[src/rtl/ps2_packet_rx_if.sv]
// ps2_packet_rx_if: valid/ready packet handshake between the PS/2 receiver and its consumer
// Signals: packet_valid (master->slave) packet_data holds a complete packet;
//   packet_data (master->slave) first received byte in [7:0]; packet_ready (slave->master) accept.
interface ps2_packet_rx_if #(
   parameter int PACKET_BYTES = 3
) ();
   logic                      packet_valid;
   logic                      packet_ready;
   logic [8*PACKET_BYTES-1:0] packet_data;
   modport master (output packet_valid, output packet_data, input packet_ready);
   modport slave (input packet_valid, input packet_data, output packet_ready);
endinterface

[src/rtl/ps2_packet_rx.sv]
// ps2_packet_rx: PS/2 device-to-host receiver assembling PACKET_BYTES-byte packets
// Ports: ck system clock; reset async active-low; ps2_clk/ps2_data raw PS/2 lines;
//   pkt (master modport) packet_valid/packet_data out, packet_ready in;
//   err_parity/err_frame/err_timeout/err_overrun one-cycle error pulses.
// Option: define PS2_PACKET_RX_ERRCNT_EN to add err_count_clr input and saturating err_count[7:0].
module ps2_packet_rx #(
   parameter int PACKET_BYTES   = 3,
   parameter int FILTER_LEN     = 4,
   parameter int TIMEOUT_CYCLES = 3400
) (
   input  logic ck,
   input  logic reset,
   input  logic ps2_clk,
   input  logic ps2_data,
   ps2_packet_rx_if.master pkt,
   output logic err_parity,
   output logic err_frame,
   output logic err_timeout,
   output logic err_overrun
`ifdef PS2_PACKET_RX_ERRCNT_EN
   ,
   input  logic       err_count_clr,
   output logic [7:0] err_count
`endif
);
   localparam int W = 8 * PACKET_BYTES;
   typedef enum logic [2:0] {IDLE, START_CHK, DATA, PARITY, STOP} state_t;
   state_t st_q, st_d;
   logic [1:0] ck_sync_q, dt_sync_q;
   logic filt_q, filt_d;
   logic [3:0] fcnt_q, fcnt_d;
   logic fall, to, busy, sd, done;
   logic [7:0] shift_q, shift_d;
   logic [2:0] bcnt_q, bcnt_d, idx_q, idx_d;
   logic bit_q, bit_d, par_q, par_d, eval_q, eval_d;
   logic [15:0] tcnt_q, tcnt_d;
   logic [W-1:0] asm_q, asm_d, asm_w, data_q, data_d;
   logic valid_q, valid_d;
   logic perr_d, ferr_d, terr_d, oerr_d;
   assign sd = dt_sync_q[1];
   assign busy = (st_q != IDLE) || (idx_q != 3'd0);
   // Level must disagree with the filtered clock for FILTER_LEN consecutive samples to flip it.
   always_comb begin
      filt_d = filt_q;
      fcnt_d = '0;
      if (ck_sync_q[1] != filt_q) begin
         if (fcnt_q == 4'(FILTER_LEN - 1)) filt_d = ck_sync_q[1];
         else fcnt_d = fcnt_q + 4'd1;
      end
   end
   assign fall = filt_q & ~filt_d;
   assign to = busy && (tcnt_q == 16'(TIMEOUT_CYCLES - 1));
   always_comb begin
      st_d = st_q;
      shift_d = shift_q;
      bcnt_d = bcnt_q;
      bit_d = bit_q;
      par_d = par_q;
      eval_d = 1'b0;
      idx_d = idx_q;
      asm_d = asm_q;
      data_d = data_q;
      valid_d = valid_q & ~pkt.packet_ready;
      perr_d = 1'b0;
      ferr_d = 1'b0;
      terr_d = 1'b0;
      oerr_d = 1'b0;
      done = 1'b0;
      tcnt_d = fall ? '0 : busy ? tcnt_q + 16'd1 : '0;
      asm_w = asm_q;
      for (int i = 0; i < PACKET_BYTES; i++)
         if (idx_q == 3'(i)) asm_w[8*i +: 8] = shift_q;
      // Timeout takes priority over a coincident fall strobe and a pending evaluation.
      if (to) begin
         st_d = IDLE;
         idx_d = '0;
         tcnt_d = '0;
         terr_d = 1'b1;
      end else begin
         if (eval_q) begin
            if (!bit_q) begin
               ferr_d = 1'b1;
               idx_d = '0;
            end else if (!(^{shift_q, par_q})) begin
               perr_d = 1'b1;
               idx_d = '0;
            end else if (idx_q == 3'(PACKET_BYTES - 1)) begin
               idx_d = '0;
               done = 1'b1;
            end else begin
               asm_d = asm_w;
               idx_d = idx_q + 3'd1;
            end
         end
         if (done) begin
            if (!valid_q || pkt.packet_ready) begin
               data_d = asm_w;
               valid_d = 1'b1;
            end else oerr_d = 1'b1;
         end
         case (st_q)
            IDLE: if (fall) begin
               bit_d = sd;
               st_d = START_CHK;
            end
            START_CHK: begin
               ferr_d = ferr_d | bit_q;
               st_d = bit_q ? IDLE : DATA;
               bcnt_d = '0;
            end
            DATA: if (fall) begin
               shift_d = {sd, shift_q[7:1]};
               bcnt_d = bcnt_q + 3'd1;
               st_d = (bcnt_q == 3'd7) ? PARITY : DATA;
            end
            PARITY: if (fall) begin
               par_d = sd;
               st_d = STOP;
            end
            STOP: if (fall) begin
               bit_d = sd;
               eval_d = 1'b1;
               st_d = IDLE;
            end
            default: st_d = IDLE;
         endcase
      end
   end
   always_ff @(posedge ck or negedge reset) begin
      if (!reset) begin
         ck_sync_q <= '1;
         dt_sync_q <= '1;
         filt_q <= 1'b1;
         fcnt_q <= '0;
         st_q <= IDLE;
         shift_q <= '0;
         bcnt_q <= '0;
         bit_q <= 1'b0;
         par_q <= 1'b0;
         eval_q <= 1'b0;
         idx_q <= '0;
         tcnt_q <= '0;
         asm_q <= '0;
         data_q <= '0;
         valid_q <= 1'b0;
         err_parity <= 1'b0;
         err_frame <= 1'b0;
         err_timeout <= 1'b0;
         err_overrun <= 1'b0;
      end else begin
         ck_sync_q <= {ck_sync_q[0], ps2_clk};
         dt_sync_q <= {dt_sync_q[0], ps2_data};
         filt_q <= filt_d;
         fcnt_q <= fcnt_d;
         st_q <= st_d;
         shift_q <= shift_d;
         bcnt_q <= bcnt_d;
         bit_q <= bit_d;
         par_q <= par_d;
         eval_q <= eval_d;
         idx_q <= idx_d;
         tcnt_q <= tcnt_d;
         asm_q <= asm_d;
         data_q <= data_d;
         valid_q <= valid_d;
         err_parity <= perr_d;
         err_frame <= ferr_d;
         err_timeout <= terr_d;
         err_overrun <= oerr_d;
      end
   end
   assign pkt.packet_valid = valid_q;
   assign pkt.packet_data = data_q;
`ifdef PS2_PACKET_RX_ERRCNT_EN
   logic [7:0] ecnt_q;
   always_ff @(posedge ck or negedge reset) begin
      if (!reset) ecnt_q <= '0;
      else if (err_count_clr) ecnt_q <= '0;
      else if ((err_parity | err_frame | err_timeout | err_overrun) && ecnt_q != 8'hFF) ecnt_q <= ecnt_q + 8'd1;
   end
   assign err_count = ecnt_q;
`endif
endmodule

[src/flat_wrapper.sv]
// flat-port wrapper written by rule: the top's interface ports become plain ports
module ps2_packet_rx_flat 
#(
   parameter int PACKET_BYTES   = 3,
   parameter int FILTER_LEN     = 4,
   parameter int TIMEOUT_CYCLES = 3400
)
  (ck, reset, ps2_clk, ps2_data, err_parity, err_frame, err_timeout, err_overrun, pkt_packet_valid, pkt_packet_data, pkt_packet_ready);
  ps2_packet_rx_if #(.PACKET_BYTES(PACKET_BYTES)) pkt_i ();
  input  logic ck;
  input  logic reset;
  input  logic ps2_clk;
  input  logic ps2_data;
  output logic err_parity;
  output logic err_frame;
  output logic err_timeout;
  output logic err_overrun;
  output wire logic [$bits(pkt_i.packet_valid)-1:0] pkt_packet_valid;
  output wire logic [$bits(pkt_i.packet_data)-1:0] pkt_packet_data;
  input wire logic [$bits(pkt_i.packet_ready)-1:0] pkt_packet_ready;
  assign pkt_packet_valid = pkt_i.packet_valid;
  assign pkt_packet_data = pkt_i.packet_data;
  assign pkt_i.packet_ready = pkt_packet_ready;
  ps2_packet_rx #(.PACKET_BYTES(PACKET_BYTES), .FILTER_LEN(FILTER_LEN), .TIMEOUT_CYCLES(TIMEOUT_CYCLES)) u_core (.ck(ck), .reset(reset), .ps2_clk(ps2_clk), .ps2_data(ps2_data), .pkt(pkt_i), .err_parity(err_parity), .err_frame(err_frame), .err_timeout(err_timeout), .err_overrun(err_overrun));
endmodule
[config.mk]
export PLATFORM = sky130hd
export DESIGN_NAME = ps2_packet_rx_flat
export DESIGN_NICKNAME = d
export VERILOG_FILES = /design/src/rtl/ps2_packet_rx_if.sv /design/src/rtl/ps2_packet_rx.sv /design/src/flat_wrapper.sv
export SDC_FILE = /design/constraint.sdc
export NUM_CORES = 1
export LEC_CHECK = 0
export BUFFER_PORTS_ARGS = -buffer_cell sky130_fd_sc_hd__buf_2
export CORE_MARGIN = 1.5
export CORE_UTILIZATION = 35
export DETAILED_ROUTE_END_ITERATION = 8
export GPL_ROUTABILITY_DRIVEN = 1
export PLACE_DENSITY = 0.59
export RECOVER_POWER = 50
export SYNTH_ARGS = -nofsm -noshare
export SYNTH_HDL_FRONTEND = slang
export SYNTH_SLANG_ARGS = --single-unit
[constraint.sdc]
create_clock -name ck -period 2.6 [get_ports ck]
set_input_delay 0.13 -clock ck [delete_from_list [all_inputs] [get_ports ck]]
set_output_delay 0.13 -clock ck [all_outputs]
set_load 0.02 [all_outputs]
==> summary.txt, run 1 <==
Status
  – Run status: complete, no violations

Worst setup path
  – Stage delay of the slowest cell on the critical path: between 0.4 and 0.5 ns
  – WP data arrival: 2.53 ns
  – Required time worst endpoint: between 2 and 3 ns
  – Critical-path maximum fanout: 8
  – Highest-delay cell along the critical path: sky130_fd_sc_hd__a21oi_1
  – CP cell instances: ha_1 -> nor4b_1 -> and4_1 -> a21oi_1 -> nand3_2 -> mux2_2
  – Type of destination of the critical path: flop
  – Type of the worst setup path: reg -> reg
  – Internal reg-to-reg setup slack: around 0.31 ns
  – Type of element launching the critical path: flop

Yosys
  – Synthesized area per cell: 13.0 um2
  – YS warnings: 0
  – Leading register cell type out of synthesis: sky130_fd_sc_hd__dfrtp_1
  – Async set-reset flop share out of synthesis: 100%
  – Post-Synthesis Net Count: 349
  – Number of enable-type register cells in the synthesized netlist: 0
  – Cell area after synthesis: 4430 um2
  – Cell count after synthesis: 340
  – Sequential-to-total area share from yosys stat: 55.4%
  – Post-synthesis register bit count: 98
  – Post-synthesis cell type count: 45

Power
  – Leak: 2.46 nW
  – Net load switching power: 0.836 mW
  – Switching power share of the total: 24.4%
  – Sequential group share of total power: 48.6%
  – Clock power share: a little over two fifths
  – Total power per unit cell area: around 670 nW/um2
  – Combinational share of power: 8.5%
  – Internal power contribution: between 2 and 3 mW
  – Max IR drop VDD: 0.329 mV

GRT
  – Aggregate global routing overflow: 0
  – Largest net degree at the start of global routing: 51
  – Number of antenna violations at the first check in global routing: 0
  – Wire length of the first global-routing pass: 13600 um
  – Total GRT Usage: 13.2%
  – Vias in the first global route: 2664

Clock network
  – TritonCTS clock tree: built
  – CTS Buffer Depth: 2
  – Gates resized, CTS repair: 0
  – Clk Tree Root Cell: sky130_fd_sc_hd__clkbuf_16
  – Total clock sinks: 98
  – Insertion delay to the later sink of the worst-skew pair: 0.35 ns
  – Post-CTS setup buffer count: 0
  – Total clock buffers created by CTS: 9
  – Clock Pin Slew Worst Setup and Hold Paths: ~0.07 ns
  – H-tree level count: 3

Place
  – Half-perimeter wire length after placement: 5290 um
  – Final weighted congestion in routability-driven placement: 0.717
  – Input/output buffers: 33

Drt
  – Total wirelength of the detailed-routed design: 7850 um
  – Iteration count of the initial detailed-routing pass: 4
  – Remaining design rule violation count: 0
  – Starting DRC count in detailed routing: about 150
  – Mean routed wirelength per cell: approximately 14 um
  – Number of nets still failing antenna checks after routing: 0
  – Total number of vias: about 2600
  – Via count normalized by instance count: 4.77

Floorplanning
  – Die Y-Extent: 116 um
  – Top-Level Pins: 34
  – Number of rows in the core area: 40
  – Floorplan core area: 12200 um2
  – Die area: between 10000 and 15000 um2
  – Horizontal die dimension: 116 um
  – Effective utilization at floorplan: 36.5%

STA
  – Final count of negative-setup-slack endpoints: 0
  – Pins over their slew limit: 0
  – Aggregate negative setup slack: 0 ns
  – Count of endpoints failing hold in the final timing report: 0
  – Remaining max-slew budget at the tightest pin: between 20 and 25%
  – Final worst clock skew: 0.00944 ns
  – Pin slew with the least headroom to its limit: 1.20 ns
  – Final period utilization: 88.1%
  – Unrepaired setup endpoints after global routing: false
  – Post-layout minimum cycle time: 2.29 ns
  – Upper clock frequency limit: around 440 MHz

Finish
  – Final layout net count: 382
  – Finished Core Util: 42.0%
  – Count of antenna diodes in the layout: 0
  – Area growth from synthesis to layout: 15.3%
  – Proportion of layout cells with a drive suffix above 1: between 30% and 40%

Hold path
  – Class of the most critical hold timing path: in -> reg

Run
  – Max_cap viols: 0
[routing by layer]
metal | share of wire [%] | vias to the layer above | global-route usage, % | wire, um
li1 | - | 1264 | - | -
met1 | 49 | 1294 | 18.4 | 3830
met2 | 46 | 33 | 19.4 | 3630
met3 | 3.0 | 11 | 2.98 | 235
met4 | 2.1 | 0 | 6.58 | 163
met5 | 0 | - | 0 | 0
[critical path, delay by kind of cell, from the launching register on]
| family | cells | cell delay (ns) |
|---|---|---|
| simple gates | 3 | 0.74 |
| compound gates | 1 | 0.41 |
| flops | 1 | 0.39 |
| mux | 1 | 0.36 |
| fa+ha+maj | 1 | 0.28 |
[per-stage QoR]
stage                     hold slack [ns]  total power [mW]  setup WS (ns)  std cells  instance area (um2)
final                               0.144              3.43          0.310        546                 5110
after global routing                0.179              3.58          0.134        546                 5110
after CTS                           0.144              3.48          0.282        546                 5160
after detailed placement            0.201              2.00          0.292        527                 4800
after global placement              0.195              1.99          0.309        527                 4800
after floorplan                    -0.166              1.90          0.383        340                 4430
[layout make-up]
| type | instances | area [um2] |
|---|---|---|
| Sequential cell | 98 | 2460 |
| Inverter | 7 | 26.3 |
| Clock inverter | 6 | 96.3 |
| Tap cell | 168 | 210 |
| Timing Repair Buffer | 44 | 231 |
| Multi-Input combinational cell | 213 | 1850 |
| Fill cell | 1128 | 7050 |
| Clock buffer | 10 | 239 |
[what timing repair did]
item                                   4_1_cts  5_1_grt
hold buffers                                 3        0
endpoints found under the hold margin       45        0
setup endpoints to repair                    0        0
[cell families (layout without fill, tap and decap cells)]
family / Yosys count / in the layout / synth area share [%]
flip-flops: 98 / 98 / 55.4
AND/OR/NAND/NOR: 91 / 91 / 11.5
multiplexers: 76 / 76 / 21.0
buffers and inverters: 29 / 67 / 2.85
AO/OA/AOI/OAI: 21 / 21 / 3.02
XOR/XNOR: 21 / 21 / 5.08
adder cells (fa/ha/maj): 4 / 4 / 1.13
[sequential cells by signal (all words and copies together), names as in the netlist]
signal                   cells
u_core.pkt.packet_valid      1
u_core.shift_q               8
u_core.asm_q                24
u_core.ck_sync_q             2
u_core.idx_q                 3
u_core.st_q                  3
u_core.err_timeout           1
u_core.dt_sync_q             2
u_core.tcnt_q               16
u_core.filt_q                1
u_core.pkt.packet_data      24
u_core.bcnt_q                3
u_core.err_parity            1
u_core.eval_q                1
u_core.bit_q                 1
u_core.par_q                 1
u_core.fcnt_q                4
u_core.err_overrun           1
u_core.err_frame             1
[cell usage after synthesis (3+ instances only)]
cell type                  count  share of area [%]
sky130_fd_sc_hd__mux2_2       55                 14
sky130_fd_sc_hd__nor2_1       21                1.8
sky130_fd_sc_hd__a21oi_1       6               0.68
sky130_fd_sc_hd__nand4_1       8                1.1
sky130_fd_sc_hd__and4_1        3               0.59
sky130_fd_sc_hd__dfstp_2       5                3.0
sky130_fd_sc_hd__mux2_4       20                6.8
sky130_fd_sc_hd__nor2b_1       3               0.42
sky130_fd_sc_hd__xnor2_1       5               0.99
sky130_fd_sc_hd__nand3_1       8               0.90
sky130_fd_sc_hd__clkbuf_1     18                1.5
sky130_fd_sc_hd__o21ai_0       6               0.68
sky130_fd_sc_hd__nand2_1      15                1.3
sky130_fd_sc_hd__nor3_1       11                1.2
sky130_fd_sc_hd__ha_1          4                1.1
sky130_fd_sc_hd__nand2b_1      5               0.71
sky130_fd_sc_hd__xor2_1       13                2.6
sky130_fd_sc_hd__inv_1         6               0.51
sky130_fd_sc_hd__dfrtp_1      93                 52
[worst paths after layout]
check	cells after the start	end	start
worst min-delay path	3	u_core.err_overrun	pkt_packet_ready
worst min register to register	0	u_core.ck_sync_q[1]	u_core.ck_sync_q[0]
worst max-delay path	6	u_core.asm_q[13]	u_core.tcnt_q[0]
min in group asynchronous	2	u_core.tcnt_q[6]	reset
worst max register to register	6	u_core.asm_q[13]	u_core.tcnt_q[0]
max in group asynchronous	3	u_core.pkt.packet_data[8]	reset
[placed cells by master (no fill, tap or decap), types with 4 or more instances in the layout]
cell type,n
sky130_fd_sc_hd__nand2b_1,5
sky130_fd_sc_hd__inv_1,6
sky130_fd_sc_hd__mux2_4,20
sky130_fd_sc_hd__nor3_1,11
sky130_fd_sc_hd__nand4_1,8
sky130_fd_sc_hd__o21ai_0,6
sky130_fd_sc_hd__clkbuf_1,29
sky130_fd_sc_hd__nand2_1,15
sky130_fd_sc_hd__mux2_2,55
sky130_fd_sc_hd__ha_1,4
sky130_fd_sc_hd__a21oi_1,6
sky130_fd_sc_hd__xnor2_1,5
sky130_fd_sc_hd__nor2_1,21
sky130_fd_sc_hd__buf_4,6
sky130_fd_sc_hd__dfrtp_1,93
sky130_fd_sc_hd__nand3_1,8
sky130_fd_sc_hd__xor2_1,13
sky130_fd_sc_hd__dfstp_2,4
sky130_fd_sc_hd__clkbuf_16,9
[power groups by stage]
stage               clock, mW  sequential [mW]  combinational, mW
floorplan                   0             1.65              0.246
global placement            0             1.69              0.295
detailed placement          0             1.70              0.299
CTS                      1.51             1.67              0.304
global route             1.56             1.68              0.333
finish                   1.47             1.67              0.293
(Power assumes the default switching activity.)
==> run 2, diff against run 1 <==
Settings changed: RECOVER_POWER 50 to default.
==> summary.txt, run 2 (synthesis gave the netlist of run 1 again) <==
GRT
  – Vias in the first global route: 2664 (unchanged)
  – Largest net degree at the start of global routing: 51 (unchanged)
  – Aggregate global routing overflow: 0 (unchanged)
  – Number of antenna violations at the first check in global routing: 0 (unchanged)
  – Wire length of the first global-routing pass: 13600 um (unchanged)
  – Total GRT Usage: 13.2% (unchanged)

Hold path
  – Class of the most critical hold timing path: in -> reg
  – Cell depth of the worst min-delay path: 3 (unchanged)

Finish
  – Number of fill cells in the layout: 1112 (-1.4%)
  – Final layout net count: 382 (unchanged)
  – Most common cell after layout, fill and taps aside: sky130_fd_sc_hd__dfrtp_1
  – Proportion of layout cells with a drive suffix above 1: 38.1% (+7.9 points)
  – Count of antenna diodes in the layout: 0 (unchanged)
  – Storage element area: 2460 um2 (unchanged)
  – Area of the multi-input gates: 1850 um2 (unchanged)
  – Leading cell types in the layout, fill and taps excluded: sky130_fd_sc_hd__dfrtp_1, sky130_fd_sc_hd__mux2_2, sky130_fd_sc_hd__buf_2, sky130_fd_sc_hd__nor2_1, sky130_fd_sc_hd__mux2_4
  – Area growth from synthesis to layout: 16.4%
  – Finished Core Util: 42.4% (+0.42 points)

Worst setup path
  – Stage delay of the slowest cell on the critical path: 0.41 ns (about the same)
  – Required time worst endpoint: 2.84 ns (about the same)
  – Type of element launching the critical path: flop
  – Type of destination of the critical path: flop
  – Type of the worst setup path: reg -> reg
  – Highest-delay cell along the critical path: sky130_fd_sc_hd__a21oi_1
  – Worst-case reg-to-reg path depth: 6 (unchanged)
  – WP data arrival: 2.52 ns (about the same)
  – Buffering stage count on the worst path with inverters included: 0 (unchanged)
  – Kind of cell adding the most delay to the critical path: simple AND/OR/NAND/NOR gates
  – CP cell instances: ha_1 -> nor4b_1 -> and4_1 -> a21oi_1 -> nand3_2 -> mux2_2
  – Critical-path maximum fanout: 8 (unchanged)
  – Number of cells on the critical path: 6 (unchanged)

Clock network
  – Post-CTS setup buffer count: 0 (unchanged)
  – CTS Buffer Depth: 2 (unchanged)
  – H-tree level count: 3 (unchanged)
  – Clk Tree Root Cell: sky130_fd_sc_hd__clkbuf_16
  – Gates resized, CTS repair: 0 (unchanged)
  – Total of hold buffers inserted after clock tree synthesis: 3 (unchanged)
  – Total clock buffers created by CTS: 9 (unchanged)
  – Total clock sinks: 98 (unchanged)
  – TritonCTS clock tree: built
  – Insertion delay to the later sink of the worst-skew pair: 0.35 ns (about the same)
  – Clock Pin Slew Worst Setup and Hold Paths: 0.07 ns (about the same)

Drt
  – Number of nets still failing antenna checks after routing: 0 (unchanged)
  – Via count normalized by instance count: 4.80 (+0.73%)
  – Starting DRC count in detailed routing: 141 (-4.7%)
  – Mean routed wirelength per cell: 14.4 um (+0.18%)
  – Iteration count of the initial detailed-routing pass: 6 (+2)
  – Remaining design rule violation count: 0 (unchanged)
  – Total wirelength of the detailed-routed design: 7870 um (+0.18%)
  – Total number of vias: 2621 (+0.73%)

STA
  – Pins over their slew limit: 0 (unchanged)
  – Count of endpoints failing hold in the final timing report: 0 (unchanged)
  – Pin slew with the least headroom to its limit: 0.637 ns (-0.560 ns)
  – Remaining max-slew budget at the tightest pin: 57.5% (+37 points)
  – Post-layout minimum cycle time: 2.29 ns (-0.00246 ns)
  – Final count of negative-setup-slack endpoints: 0 (unchanged)
  – Aggregate negative setup slack: 0 ns (unchanged)
  – Final worst clock skew: 0.00926 ns (-0.000173 ns)
  – Upper clock frequency limit: 437 MHz (+0.11%)
  – Final period utilization: 88.0% (-0.095 points)
  – Unrepaired setup endpoints after global routing: false

Floorplanning
  – Number of rows in the core area: 40 (unchanged)
  – Die area: 13400 um2 (unchanged)
  – Die Y-Extent: 116 um (unchanged)
  – Top-Level Pins: 34 (unchanged)
  – Effective utilization at floorplan: 36.5% (unchanged)
  – Floorplan core area: 12200 um2 (unchanged)
  – Horizontal die dimension: 116 um (unchanged)

Place
  – Final weighted congestion in routability-driven placement: 0.717 (unchanged)
  – Half-perimeter wire length after placement: 5290 um (unchanged)
  – Input/output buffers: 33 (unchanged)

Power
  – Total power per unit cell area: 666 nW/um2 (-0.85%)
  – Max IR drop VDD: 0.329 mV (about the same)
  – Leak: 2.60 nW (+5.5%)

Status
  – Run status: complete, no violations

Run
  – Max_cap viols: 0 (unchanged)
==> run 2: cell types whose count changed in the layout (fill, tap and decap cells not counted), sizes merged <==
cell    delta
buf       +31
clkbuf    -31
==> run 2: worst min-delay path: cells and delay by family <==
family / cells / cell delay, ns
and+or+nand+nor: 2 / 0.24
buffers and inverters: 1 / 0.07
==> run 2: per-layer routing <==
layer / share of wire (%) / global-route usage, % / vias to the layer above / wire (um)
li1: - / - / 1263 / -
met1: 48 / 18.4 / 1300 / 3800
met2: 46 / 19.4 / 45 / 3620
met3: 3.5 / 2.98 / 13 / 274
met4: 2.1 / 6.58 / 0 / 167
met5: 0 / 0 / - / 0
==> run 2: path summary, 6_finish.rpt <==
kind                                startpoint                   endpoint  slack, ns
max                           u_core.tcnt_q[0]           u_core.asm_q[13]       0.31
min                           pkt_packet_ready         u_core.err_overrun       0.15
max reg2reg                   u_core.tcnt_q[0]           u_core.asm_q[13]       0.31
min reg2reg                u_core.ck_sync_q[0]        u_core.ck_sync_q[1]       0.36
max in group asynchronous                reset  u_core.pkt.packet_data[8]       1.55
min in group asynchronous                reset           u_core.tcnt_q[6]       0.35
==> run 2: stage by stage <==
stage	std cells	worst slack (ns)	hold WS, ns	instance area [um2]	power [mW]
global placement	527	0.309	0.195	4800	1.99
finish	546	0.312	0.146	5160	3.44
floorplan	340	0.383	-0.166	4430	1.90
global route	546	0.134	0.179	5160	3.58
detailed placement	527	0.292	0.201	4800	2.00
CTS	546	0.282	0.144	5160	3.48
==> run 2: layout make-up <==
type                       count  share of cell area (%)
inverter                       7                   0.509
clock inverter                 6                    1.87
multi-input combinational    213                    35.8
sequential                    98                    47.6
tap                          168                    4.07
clock buffer                  10                    4.63
timing repair buffer          44                    5.48
==> run 2: power by group <==
part	internal (mW)	switching [mW]
Combinational	0.125	0.173
Clock	0.881	0.590
Sequential	1.59	0.0750
Total	2.60	0.838
==> run 3, diff against run 2 <==
Settings changed: CORE_MARGIN 1.5 to 3, PLACE_DENSITY 0.59 to default, PLACE_DENSITY_LB_ADDON from default to 0.1.
==> summary.txt, run 3 (synthesis gave the netlist of run 1 again) <==
Run
  – Max_cap viols: 0 (unchanged)

Clock network
  – Clock Pin Slew Worst Setup and Hold Paths: 0.07 ns (about the same)
  – Total clock buffers created by CTS: 9 (unchanged)
  – CTS Buffer Depth: 2 (unchanged)
  – H-tree level count: 3 (unchanged)
  – Post-CTS setup buffer count: 0 (unchanged)
  – Clk Tree Root Cell: sky130_fd_sc_hd__clkbuf_16
  – Insertion delay to the later sink of the worst-skew pair: 0.34 ns (about the same)
  – Total clock sinks: 98 (unchanged)
  – TritonCTS clock tree: built

STA
  – Count of endpoints failing hold in the final timing report: 0 (unchanged)
  – Pin slew with the least headroom to its limit: 0.650 ns (+0.0127 ns)
  – Remaining max-slew budget at the tightest pin: 56.7% (-0.85 points)
  – Post-layout minimum cycle time: 2.30 ns (+0.0137 ns)
  – Aggregate negative setup slack: 0 ns (unchanged)
  – Pins over their slew limit: 0 (unchanged)
  – Upper clock frequency limit: 434 MHz (-0.59%)
  – Unrepaired setup endpoints after global routing: false
  – Final count of negative-setup-slack endpoints: 0 (unchanged)
  – Final worst clock skew: 0.00778 ns (-0.00149 ns)
  – Final period utilization: 88.5% (+0.53 points)

Hold path
  – End point of the worst hold path: u_core.err_overrun
  – Startpoint of the worst hold path: pkt_packet_ready
  – Cell depth of the worst min-delay path: 3 (unchanged)
  – Class of the most critical hold timing path: in -> reg

Worst setup path
  – Capture point of the worst reg-to-reg path: u_core.pkt.packet_data[17]
  – Stage delay of the slowest cell on the critical path: 0.49 ns (+0.08 ns)
  – Worst-case reg-to-reg path depth: 6 (unchanged)
  – CP cell instances: xnor2_1 -> xnor3_2 -> xnor2_4 -> nand4b_4 -> buf_12 -> mux2_4
  – Reg-to-Reg Start: u_core.shift_q[1]
  – WP data arrival: 2.53 ns (about the same)
  – Required time worst endpoint: 2.82 ns (-0.02 ns)
  – Type of the worst setup path: reg -> reg
  – Internal reg-to-reg setup slack: 0.30 ns (about the same)
  – Critical-path maximum fanout: 9 (+1)
  – Type of destination of the critical path: flop
  – Highest-delay cell along the critical path: sky130_fd_sc_hd__xnor3_2
  – Type of element launching the critical path: flop

Finish
  – Proportion of layout cells with a drive suffix above 1: 40.0% (+1.9 points)
  – Finished Core Util: 43.1% (+0.60 points)
  – Area growth from synthesis to layout: 18.6%
  – Final layout net count: 394 (+3.1%)
  – Count of antenna diodes in the layout: 0 (unchanged)
  – Leading cell types in the layout, fill and taps excluded: sky130_fd_sc_hd__dfrtp_1, sky130_fd_sc_hd__mux2_2, sky130_fd_sc_hd__buf_2, sky130_fd_sc_hd__nor2_1, sky130_fd_sc_hd__mux2_4
  – Most common cell after layout, fill and taps aside: sky130_fd_sc_hd__dfrtp_1

Place
  – Input/output buffers: 33 (unchanged)
  – Final weighted congestion in routability-driven placement: 0.702 (-2.1%)
  – Half-perimeter wire length after placement: 5740 um (+8.6%)

Drt
  – Total wirelength of the detailed-routed design: 8480 um (+7.8%)
  – Mean routed wirelength per cell: 15.2 um (+5.5%)
  – Starting DRC count in detailed routing: 141 (unchanged)
  – Number of nets still failing antenna checks after routing: 0 (unchanged)
  – Remaining design rule violation count: 0 (unchanged)
  – Via count normalized by instance count: 4.69 (-2.3%)
  – Iteration count of the initial detailed-routing pass: 4 (-2)
  – Total number of vias: 2618 (-0.11%)

GRT
  – Largest net degree at the start of global routing: 49 (-3.9%)
  – Number of antenna violations at the first check in global routing: 0 (unchanged)
  – Aggregate global routing overflow: 0 (unchanged)
  – Wire length of the first global-routing pass: 14200 um (+4.7%)
  – Total GRT Usage: 12.8% (-0.42 points)
  – Vias in the first global route: 2593 (-2.7%)

Power
  – Overall power: 3.44 mW (about the same)
  – Total power per unit cell area: 654 nW/um2 (-1.8%)
  – Max IR drop VDD: 0.267 mV (-19%)
  – Leak: 2.66 nW (+2.5%)

Floorplanning
  – Horizontal die dimension: 119 um (+2.6%)
  – Die area: 14100 um2 (+5.3%)
  – Die Y-Extent: 119 um (+2.6%)
  – Top-Level Pins: 34 (unchanged)
  – Effective utilization at floorplan: 36.3% (-0.15 points)
  – Floorplan core area: 12200 um2 (+0.41%)
  – Number of rows in the core area: 40 (unchanged)

Status
  – Run status: complete, no violations
[run 3: what timing repair did]
action,in CTS,in global routing
resized for setup,0,0
hold buffers,3,0
endpoints found under the hold margin,46,0
[run 3: power by group]
part	switching, mW	internal, mW	leakage [nW]
combinational	0.190	0.139	1.16
clock	0.577	0.871	0.155
sequential	0.0672	1.59	1.35
[run 3: layout make-up]
class,instances,area [um2]
clock buffers,10,239
clock inverters,6,88.8
repair buffers,56,385
fillers,1169,6950
flip-flops and latches,98,2460
inverters,7,26.3
multi-input cells,213,1850
well taps,168,210
[run 3: worst max path at each step]
stage	start	to	cells after the start
2_1_floorplan	u_core.tcnt_q[0]	u_core.pkt.packet_data[0]	8
3_3_place_gp	u_core.shift_q[1]	u_core.pkt.packet_data[14]	6
3_5_place_dp	u_core.shift_q[1]	u_core.pkt.packet_data[20]	6
4_1_cts	u_core.shift_q[1]	u_core.pkt.packet_data[18]	6
5_1_grt	u_core.tcnt_q[0]	u_core.pkt.packet_data[18]	7
6_report	u_core.shift_q[1]	u_core.pkt.packet_data[17]	6
[run 3: worst max-delay path, delay by kind of cell (launching register included)]
family / cells / cell delay [ns]
simple gates: 1 / 0.28
mux: 1 / 0.29
buf+inv: 1 / 0.25
flops: 1 / 0.46
xor+xnor: 3 / 0.89
[run 3: layer usage]
| layer | wire [um] | vias to the layer above | global-route usage, % |
|---|---|---|---|
| met5 | 0 | - | 0 |
| met4 | 177 | 0 | 6.52 |
| met3 | 271 | 10 | 2.01 |
| met2 | 3510 | 46 | 17.3 |
| met1 | 4520 | 1278 | 19.5 |
| li1 | - | 1284 | - |
[run 3: stage by stage]
step / setup slack, ns / hold slack (ns) / std cells / area [um2]
6_report: 0.298 / 0.180 / 558 / 5260
5_1_grt: 0.155 / 0.206 / 558 / 5260
4_1_cts: 0.276 / 0.174 / 558 / 5260
3_5_place_dp: 0.288 / 0.201 / 539 / 4900
3_3_place_gp: 0.308 / 0.204 / 539 / 4900
2_1_floorplan: 0.383 / -0.166 / 340 / 4430
